<file path="src/rtl/uart_tx_engine.sv">
// ============================================================================
// Module   : uart_tx_engine
// Purpose  : 16550-style transmit engine: holding + shift register, framing FSM
// Revision : 1.0  initial release
// ============================================================================
`default_nettype none

module uart_tx_engine #(
  parameter int OVERSAMPLE = 16
) (
  input  logic        CLK_I,
  input  logic        RST_I,
  input  logic [15:0] DIVISOR_I,
  input  logic [7:0]  LCR_I,
  input  logic [7:0]  TX_DATA_I,
  input  logic        TX_VALID_I,
  output logic        TX_READY_O,
  output logic        TXD_O,
  output logic        THRE_O,
  output logic        TEMT_O
);

  localparam int c_OS_W = $clog2(OVERSAMPLE + 1);
  localparam logic [c_OS_W-1:0] c_OS_LAST = c_OS_W'(OVERSAMPLE - 1);

  typedef enum logic [2:0] {
    S_IDLE   = 3'd0,
    S_START  = 3'd1,
    S_DATA   = 3'd2,
    S_PARITY = 3'd3,
    S_STOP   = 3'd4
  } state_t;

  state_t            r_state,      w_state;
  logic [7:0]        r_hold_data,  w_hold_data;
  logic              r_hold_empty, w_hold_empty;
  logic [7:0]        r_shift,      w_shift;
  logic [3:0]        r_lcr,        w_lcr;
  logic [15:0]       r_div,        w_div;
  logic [15:0]       r_baud_cnt,   w_baud_cnt;
  logic [c_OS_W-1:0] r_os_cnt,     w_os_cnt;
  logic [2:0]        r_bit_cnt,    w_bit_cnt;
  logic              r_parity,     w_parity;
  logic              r_line,       w_line;
  logic              r_txd,        w_txd;
  logic              r_temt,       w_temt;

  logic       w_tick, w_bit_end, w_accept, w_load, w_load_par;
  logic [7:0] w_mask;
  logic       w_unused;

  assign w_unused = LCR_I[7];

  // Parity is resolved at load time from the LCR value latched for the frame
  assign w_mask     = 8'hFF >> (2'd3 - LCR_I[1:0]);
  assign w_load_par = LCR_I[5] ? ~LCR_I[4] : ((^(r_hold_data & w_mask)) ^ ~LCR_I[4]);

  assign w_tick    = (r_baud_cnt == r_div);
  assign w_bit_end = w_tick && (r_os_cnt == c_OS_LAST);
  assign w_accept  = TX_VALID_I && r_hold_empty;

  always_comb begin
    w_state      = r_state;
    w_hold_data  = r_hold_data;
    w_hold_empty = r_hold_empty;
    w_shift      = r_shift;
    w_lcr        = r_lcr;
    w_div        = r_div;
    w_baud_cnt   = r_baud_cnt;
    w_os_cnt     = r_os_cnt;
    w_bit_cnt    = r_bit_cnt;
    w_parity     = r_parity;
    w_line       = r_line;
    w_load       = 1'b0;

    if (r_state != S_IDLE) begin
      if (w_tick) begin
        w_baud_cnt = 16'd0;
        w_os_cnt   = (r_os_cnt == c_OS_LAST) ? '0 : r_os_cnt + 1'b1;
      end else begin
        w_baud_cnt = r_baud_cnt + 16'd1;
      end
    end

    case (r_state)
      S_IDLE: begin
        w_line = 1'b1;
        if (!r_hold_empty) w_load = 1'b1;
      end
      S_START: begin
        if (w_bit_end) begin
          w_state   = S_DATA;
          w_line    = r_shift[0];
          w_bit_cnt = 3'd0;
        end
      end
      S_DATA: begin
        if (w_bit_end) begin
          if (r_bit_cnt == (3'd4 + {1'b0, r_lcr[1:0]})) begin
            w_bit_cnt = 3'd0;
            if (r_lcr[3]) begin
              w_state = S_PARITY;
              w_line  = r_parity;
            end else begin
              w_state = S_STOP;
              w_line  = 1'b1;
            end
          end else begin
            w_bit_cnt = r_bit_cnt + 3'd1;
            w_shift   = r_shift >> 1;
            w_line    = r_shift[1];
          end
        end
      end
      S_PARITY: begin
        if (w_bit_end) begin
          w_state   = S_STOP;
          w_line    = 1'b1;
          w_bit_cnt = 3'd0;
        end
      end
      S_STOP: begin
        if (w_bit_end) begin
          if (r_lcr[2] && (r_bit_cnt == 3'd0)) begin
            w_bit_cnt = 3'd1;
          end else if (!r_hold_empty) begin
            w_load = 1'b1;
          end else begin
            w_state = S_IDLE;
            w_line  = 1'b1;
          end
        end
      end
      default: begin
        w_state = S_IDLE;
        w_line  = 1'b1;
      end
    endcase

    // A load starts a fresh frame, so it takes priority over the state's own update
    if (w_load) begin
      w_state      = S_START;
      w_shift      = r_hold_data;
      w_lcr        = LCR_I[3:0];
      w_div        = DIVISOR_I;
      w_hold_empty = 1'b1;
      w_baud_cnt   = 16'd0;
      w_os_cnt     = '0;
      w_bit_cnt    = 3'd0;
      w_parity     = w_load_par;
      w_line       = 1'b0;
    end

    if (w_accept) begin
      w_hold_data  = TX_DATA_I;
      w_hold_empty = 1'b0;
    end

    w_txd  = w_line & ~LCR_I[6];
    w_temt = (w_state == S_IDLE) && w_hold_empty;
  end

  always_ff @(posedge CLK_I or negedge RST_I) begin
    if (!RST_I) begin
      r_state      <= S_IDLE;
      r_hold_data  <= 8'd0;
      r_hold_empty <= 1'b1;
      r_shift      <= 8'd0;
      r_lcr        <= 4'd0;
      r_div        <= 16'd0;
      r_baud_cnt   <= 16'd0;
      r_os_cnt     <= '0;
      r_bit_cnt    <= 3'd0;
      r_parity     <= 1'b0;
      r_line       <= 1'b1;
      r_txd        <= 1'b1;
      r_temt       <= 1'b1;
    end else begin
      r_state      <= w_state;
      r_hold_data  <= w_hold_data;
      r_hold_empty <= w_hold_empty;
      r_shift      <= w_shift;
      r_lcr        <= w_lcr;
      r_div        <= w_div;
      r_baud_cnt   <= w_baud_cnt;
      r_os_cnt     <= w_os_cnt;
      r_bit_cnt    <= w_bit_cnt;
      r_parity     <= w_parity;
      r_line       <= w_line;
      r_txd        <= w_txd;
      r_temt       <= w_temt;
    end
  end

  assign TX_READY_O = r_hold_empty;
  assign THRE_O     = r_hold_empty;
  assign TXD_O      = r_txd;
  assign TEMT_O     = r_temt;

endmodule

`default_nettype wire

</file>
<file path="config.mk">
export PLATFORM = sky130hd
export DESIGN_NAME = uart_tx_engine
export DESIGN_NICKNAME = d
export VERILOG_FILES = /design/src/rtl/uart_tx_engine.sv
export SDC_FILE = /design/constraint.sdc
export NUM_CORES = 1
export LEC_CHECK = 0
export BUFFER_PORTS_ARGS = -buffer_cell sky130_fd_sc_hd__buf_2
export CAP_MARGIN = 10
export CORE_MARGIN = 2
export CORE_UTILIZATION = 61
export CTS_BUF_LIST = sky130_fd_sc_hd__clkbuf_4 sky130_fd_sc_hd__clkbuf_8
export DETAILED_ROUTE_END_ITERATION = 7
export HOLD_SLACK_MARGIN = 0.03
export PLACE_DENSITY = 0.94
export SLEW_MARGIN = 30
export SYNTH_ARGS = -nofsm -noshare
export SYNTH_HDL_FRONTEND = slang
export SYNTH_SLANG_ARGS = --single-unit
export TNS_END_PERCENT = 1
</file>
<file path="constraint.sdc">
create_clock -name CLK_I -period 2.6 [get_ports CLK_I]
set_input_delay 0.39 -clock CLK_I [delete_from_list [all_inputs] [get_ports CLK_I]]
set_output_delay 0.39 -clock CLK_I [all_outputs]
set_load 0.01 [all_outputs]
</file>
==> out/summary.md, run 1 <==
- 7.38 mm — wire length reported by the detailed router
- 0.796 — final weighted congestion in routability-driven placement
- 68 — clock sink count
- 411 MHz — Max Clk Rate
- 48.9% — proportion of synthesized chip area in sequential cells
- 27 — standard-cell rows
- 0 — residual overflow from global routing
- 79.7 um — Die X
- 16.8 um — routed length per placed instance
- 0.17 ns — slack of the worst reg-to-reg path
- 194 — number of DRC violations after detailed-routing iteration 0
- 0 — number of warnings issued by yosys
- 993 nW/um^2 — PwrDens
- completed — result of the run
- 5.99 — via-per-instance ratio
- 1670 sq um — area used by multi-input combinational logic
- 52.1% — max-slew headroom at the worst pin
- 2.43 ns — Tmin final
- r_shift[2]$_DFFE_PN0P_ — FF-to-FF End
- 22.8% — share of final-layout standard cells stronger than drive strength 1
- 4010 sq um — final standard cell area without fillers
- flop — launching element type of the critical path
- 2.67 ns — worst endpoint data arrival time
- 72.8% — Final Util
- 0 ns — final total negative setup slack
- 0 — max-cap violation count
- 6340 sq um — die area
- 9 — number of CTS-inserted buffers
- 100% — async set-reset flop share out of synthesis
- 53 — unique cell type count in the Yosys netlist
- 0 — buffers inserted by post-CTS timing repair
- false — RSZ-0062 raised after global routing
- r_baud_cnt[3]$_DFFE_PN0P_ — Crit Reg-Reg Startpoint
- sky130_fd_sc_hd__dfrtp_1 — cell with the most instances after synthesis
- 13 — peak fanout along the critical path
- 0.718 ns — Worst Tran Pin Value
- 0 — Antenna Diode Count
- 45.9% — fraction of synthesized cell area taken by the top area cell type
- 0.170 ns — smallest setup slack after layout
- 37 — IO buf count
- flop to flop — critical path class
- 0.0289 ns — worst setup slack after placement
- input pin to asynchronous set/reset pin — class of the worst hold path
- 402 — net total in the final layout
- 1.87 nW — Leakage
- 7 — worst-case reg-to-reg path depth
- r_shift[2]$_DFFE_PN0P_ — Setup crit end
- 365 — synthesized net count
- 1710 sq um — Storage cell area
- 3 — CTS H-Tree Depth
- 440 — non-filler cells in the finished layout
- sky130_fd_sc_hd__dfrtp_1 — Top FF cell, synth
- 25.7% — Tot GR Track Use
- 2581 — via count of the first global-routing pass
- sky130_fd_sc_hd__dfrtp_1, sky130_fd_sc_hd__xor2_1, sky130_fd_sc_hd__nand2_1, sky130_fd_sc_hd__nor2_1, sky130_fd_sc_hd__mux2_1 — most frequent cells after synthesis
- sky130_fd_sc_hd__dfrtp_1, sky130_fd_sc_hd__xor2_1, sky130_fd_sc_hd__mux2_1 — largest cells by area after synthesis
- built — TritonCTS clock tree
- 0 — max-slew violation total from the final report
- 0.0844 ns — Final Hold Slack
- 326 — synthesized instance count
- 93.5% — period utilization
- 424 — placed instance count
- 346 — Fill cells
- 0 — number of flops mapped to enable cells by yosys
- sky130_fd_sc_hd__clkbuf_8 — clock root buffer
- 14.8% — area delta synth->final
- r_baud_cnt[3]$_DFFE_PN0P_ — CP startpoint
- 0 — Hold Vio Cnt, Final
- 0.00803 ns — Worst Clk Skew
- 39 — number of top-level design ports
- 12.3 mm — wire length of the first global-routing pass
- 0 — endpoints failing setup
- 0.35 ns — Clock Latency Late Sink
- 4 — Detailed Routing Iterations Pass 1
- 0.08 ns — clock slew seen by the registers of the worst setup and hold paths
- sky130_fd_sc_hd__dfrtp_1 — cell type contributing the most total cell area after synthesis
- 4.84 mm — post-detailed-placement half-perimeter wirelength
- 2 — Max Root-Sink Buffers
- 0 — number of antenna violations at the first check in global routing
- 63.4% — starting utilization of the core area
- 10.7 sq um — syn avg cell area
- 39 — largest net degree at the start of global routing
- 0.000789 V — worst-case vdd ir drop
- 68 — register bit total from synthesis
- 79.7 um — die outline height
- 5510 sq um — core area
- 3490 sq um — synthesized cell area
- 3760 sq um — placed instance area
- flop — kind of capture point of the worst setup path
- 0 — remaining number of nets flagged by the antenna check after routing
- 3.98 mW — total power
- 2637 — via count
- 2.84 ns — worst path required time
- 0 — Hold-fix buffers, CTS
- 0 — drt drc
kinds of logic (layout without fill, tap and decap cells):
family	Yosys count	count (layout)	synth area share, %
compound gates	44	44	8.78
buf+inv	26	68	3.62
flops	68	68	48.9
mux	34	34	10.8
simple gates	111	111	16.7
xor+xnor	39	39	9.79
fa+ha+maj	4	4	1.43
worst max-delay path: stages, from the launching register on:
cell and delay (ns):
sky130_fd_sc_hd__dfrtp_1 0.45, sky130_fd_sc_hd__xor2_1 0.17, sky130_fd_sc_hd__nor4_1 0.32, sky130_fd_sc_hd__nand4_1 0.15, sky130_fd_sc_hd__buf_4 0.22, sky130_fd_sc_hd__or4_4 0.63, sky130_fd_sc_hd__mux2i_1 0.26, sky130_fd_sc_hd__o21ai_0 0.10
layout make-up:
type,instances,share of cell area [%]
Timing Repair Buffer,43,6.68
Clock inverter,3,1.72
Clock buffer,13,4.15
Inverter,9,0.843
Tap cell,72,2.25
Sequential cell,68,42.6
Multi-Input combinational cell,232,41.8
power by group:
group / leakage, nW / switching, mW / internal [mW]
Clock: 0.121 / 0.415 / 0.616
Sequential: 0.845 / 0.355 / 1.45
Combinational: 0.902 / 0.549 / 0.595
Total: 1.87 / 1.32 / 2.66
how the worst min path moves through the flow:
stage / cells past startpoint / from / end / slack (ns)
finish: 1 / RST_I / r_hold_data[6]$_DFFE_PN0P_ / 0.08
global route: 1 / RST_I / r_lcr[1]$_DFFE_PN0P_ / 0.13
CTS: 1 / RST_I / r_hold_data[5]$_DFFE_PN0P_ / 0.1
detailed placement: 1 / RST_I / r_hold_data[5]$_DFFE_PN0P_ / 0.48
global placement: 1 / RST_I / r_hold_data[6]$_DFFE_PN0P_ / 0.47
floorplan: 0 / RST_I / r_baud_cnt[0]$_DFFE_PN0P_ / 0.09
routing by layer:
metal / vias up / global-route usage [%] / wire length [um]
li1: 1225 / - / -
met1: 1298 / 31.0 / 3050
met2: 87 / 41.3 / 3670
met3: 27 / 8.14 / 411
met4: 0 / 13.4 / 246
met5: - / 0 / 0
flip-flops by register name, summed over array words and instances (netlist names):
signal,cells
r_lcr,4
r_hold_data,8
r_div,16
r_line,1
r_bit_cnt,3
r_parity,1
r_state,3
r_baud_cnt,16
TEMT_O,1
TXD_O,1
THRE_O,1
r_shift,8
r_os_cnt,5
placed cells by master, fill, tap and decap left out, types with 5 or more instances in the layout:
cell                       Yosys  layout
sky130_fd_sc_hd__o21ai_0      14      13
sky130_fd_sc_hd__a21oi_1       7       7
sky130_fd_sc_hd__nor2_1       26      26
sky130_fd_sc_hd__nand2_1      26      26
sky130_fd_sc_hd__and3_1        5       5
sky130_fd_sc_hd__mux2i_1       6       6
sky130_fd_sc_hd__inv_1         9       9
sky130_fd_sc_hd__clkbuf_8      0      11
sky130_fd_sc_hd__xnor2_1      12      12
sky130_fd_sc_hd__nand3_1      13      13
sky130_fd_sc_hd__mux2_2       11      11
sky130_fd_sc_hd__xor2_1       27      27
sky130_fd_sc_hd__mux2_1       17      17
sky130_fd_sc_hd__dfrtp_1      64      64
sky130_fd_sc_hd__buf_2         8      37
sky130_fd_sc_hd__nand4_1       7       7
sky130_fd_sc_hd__nor3_1        6       6
sky130_fd_sc_hd__nand2b_1      5       5
what timing repair did:
action | 4_1_cts | 5_1_grt
gates resized for setup | 1 | 3
pin swaps | 0 | 1
endpoints found under the setup margin | 2 | 22
Note: power is estimated with default switching activity, not from simulation.
==> run 2: changes to the inputs <==
Settings changed: CORE_UTILIZATION 61 to 27, PLACE_DENSITY 0.94 to 0.54, SKIP_LAST_GASP set to 1.
==> run 2 against run 1 <==
  * Non-clock buffer count increased by 2
  * Flip-flop and latch count did not move
  * Count of clock-buffer cells in the layout is 2 lower
  * Core utilization is 41 points lower
  * Final cell count rose by 23%
  * Critical endpoint is now r_div[15]$_DFFE_PN0P_
  * Global-route usage decreased by 15 points
==> out/summary.md, run 2 (same netlist as run 1, synthesis figures left out) <==
- 0.08 ns — clock slew seen by the registers of the worst setup and hold paths
- sky130_fd_sc_hd__dfrtp_1 — worst-path cell with the longest stage delay
- 56.1% — max-slew headroom at the worst pin
- 98 — number of DRC violations after detailed-routing iteration 0
- 15.9% — area delta synth->final
- 4 — Detailed Routing Iterations Pass 1
- 3 — CTS H-Tree Depth
- 22.7% — share of final-layout standard cells stronger than drive strength 1
- 2 — buffering stage count on the worst path with inverters included
- 0.15 ns — slack of the worst reg-to-reg path
- 2534 — via count of the first global-routing pass
- 0 — remaining number of nets flagged by the antenna check after routing
- 13900 sq um — die area
- 6.92 mm — wire length reported by the detailed router
- 0 — number of resized instances in the post-cts repair step
- 12.3 mm — wire length of the first global-routing pass
- 7 — worst-case reg-to-reg path depth
- 2.45 ns — Tmin final
- 404 — net total in the final layout
- simple AND/OR/NAND/NOR gates — kind of cell adding the most delay to the critical path
- 0 — max-cap violation count
- 0.659 ns — Worst Tran Pin Value
- sky130_fd_sc_hd__clkbuf_8 — clock root buffer
- 1353 — Fill cells
- sky130_fd_sc_hd__dfrtp_1, sky130_fd_sc_hd__buf_2, sky130_fd_sc_hd__xor2_1 — most frequent cells in the layout
- input pin to asynchronous set/reset pin — class of the worst hold path
- 41 — largest net degree at the start of global routing
- 4.99 mm — post-detailed-placement half-perimeter wirelength
- 12600 sq um — core area
- 2.68 ns — worst endpoint data arrival time
- 0 ns — final total negative setup slack
- 41 — standard-cell rows
- xor2_1 -> nor4_1 -> nand4_1 -> buf_4 -> o41ai_4 -> buf_4 -> mux2_2 — critical path, cell by cell
- r_baud_cnt (16), r_div (16) — biggest registers after layout
- 0.000449 V — worst-case vdd ir drop
- 4.50 — via-per-instance ratio
- true — RSZ-0062 raised after global routing
- 27.7% — starting utilization of the core area
- 0 — residual overflow from global routing
- sky130_fd_sc_hd__buf_4 — Most Frequent Cell on Critical Path
- 0 — drt drc
- 0 — endpoints failing setup
- flop to flop — critical path class
- 118 um — die outline height
- r_baud_cnt[3]$_DFFE_PN0P_ — Crit Reg-Reg Startpoint
- built — TritonCTS clock tree
- flop — kind of capture point of the worst setup path
- 39 — number of top-level design ports
- 0 — Hold-fix buffers, CTS
- 0.00829 ns — Worst Clk Skew
- 0.801 — final weighted congestion in routability-driven placement
- 0 — Hold Vio Cnt, Final
- 94.1% — period utilization
- 12.8 um — routed length per placed instance
- 68 — clock sink count
- 409 MHz — Max Clk Rate
- 0 — Antenna Diode Count
- 895 nW/um^2 — PwrDens
- completed — result of the run
- 2 — Max Root-Sink Buffers
- flop — launching element type of the critical path
- sky130_fd_sc_hd__dfrtp_1 — most common cell after layout, fill and taps aside
- 11.1% — Tot GR Track Use
- r_div[15]$_DFFE_PN0P_ — FF-to-FF End
- 0.35 ns — Clock Latency Late Sink
- 118 um — Die X
- 0 — buffers inserted by post-CTS timing repair
- 9 — number of CTS-inserted buffers
- 2.84 ns — worst path required time
- 1.84 nW — Leakage
- 13 — peak fanout along the critical path
- 37 — IO buf count
- 0 — max-slew violation total from the final report
- 0.0591 ns — Final Hold Slack
- 0.45 ns — biggest cell delay along the critical path
- 2441 — via count
- 0 — number of antenna violations at the first check in global routing
[run 2: stage by stage]
step	instance area (sq um)	setup slack (ns)	total power [mW]	utilization (%)	cells
6_report	4050	0.153	3.62	32.1	542
3_3_place_gp	3870	0.0785	2.85	30.7	526
3_5_place_dp	3870	0.0638	2.89	30.7	526
4_1_cts	4040	0.0454	3.69	32.0	542
5_1_grt	4050	-0.0262	3.94	32.1	542
2_1_floorplan	3490	0.361	2.59	-	326
[run 2: how the worst max path moves through the flow]
| stage | startpoint | endpoint | cells after the start |
|---|---|---|---|
| CTS | r_baud_cnt[3]$_DFFE_PN0P_ | r_shift[1]$_DFFE_PN0P_ | 7 |
| global route | r_baud_cnt[3]$_DFFE_PN0P_ | r_div[13]$_DFFE_PN0P_ | 7 |
| global placement | r_baud_cnt[3]$_DFFE_PN0P_ | r_shift[4]$_DFFE_PN0P_ | 7 |
| finish | r_baud_cnt[3]$_DFFE_PN0P_ | r_div[15]$_DFFE_PN0P_ | 7 |
| floorplan | r_os_cnt[0]$_DFFE_PN0P_ | r_div[10]$_DFFE_PN0P_ | 7 |
| detailed placement | r_baud_cnt[3]$_DFFE_PN0P_ | r_shift[1]$_DFFE_PN0P_ | 7 |
[run 2: cell type report]
cell class / instances / area [sq um] / share of cell area [%]
inverters: 9 / 33.8 / 0.835
well taps: 172 / 215 / 5.32
multi-input cells: 232 / 1660 / 41.1
flip-flops and latches: 68 / 1710 / 42.2
repair buffers: 45 / 258 / 6.37
clock buffers: 11 / 145 / 3.59
clock inverters: 5 / 27.5 / 0.680
[run 2: metal layers]
| layer | up-vias | GRT usage [%] | wire length [um] |
|---|---|---|---|
| met5 | - | 0 | 0 |
| met4 | 0 | 4.52 | 148 |
| met3 | 12 | 3.73 | 325 |
| met2 | 55 | 16.8 | 3090 |
| met1 | 1159 | 14.5 | 3360 |
| li1 | 1215 | - | - |
[run 2: where the power goes]
group | switching [mW] | leakage (nW) | internal, mW | total (mW)
Sequential | 0.332 | 0.845 | 1.45 | 1.78
Clock | 0.401 | 0.0923 | 0.376 | 0.777
Combinational | 0.484 | 0.905 | 0.581 | 1.06
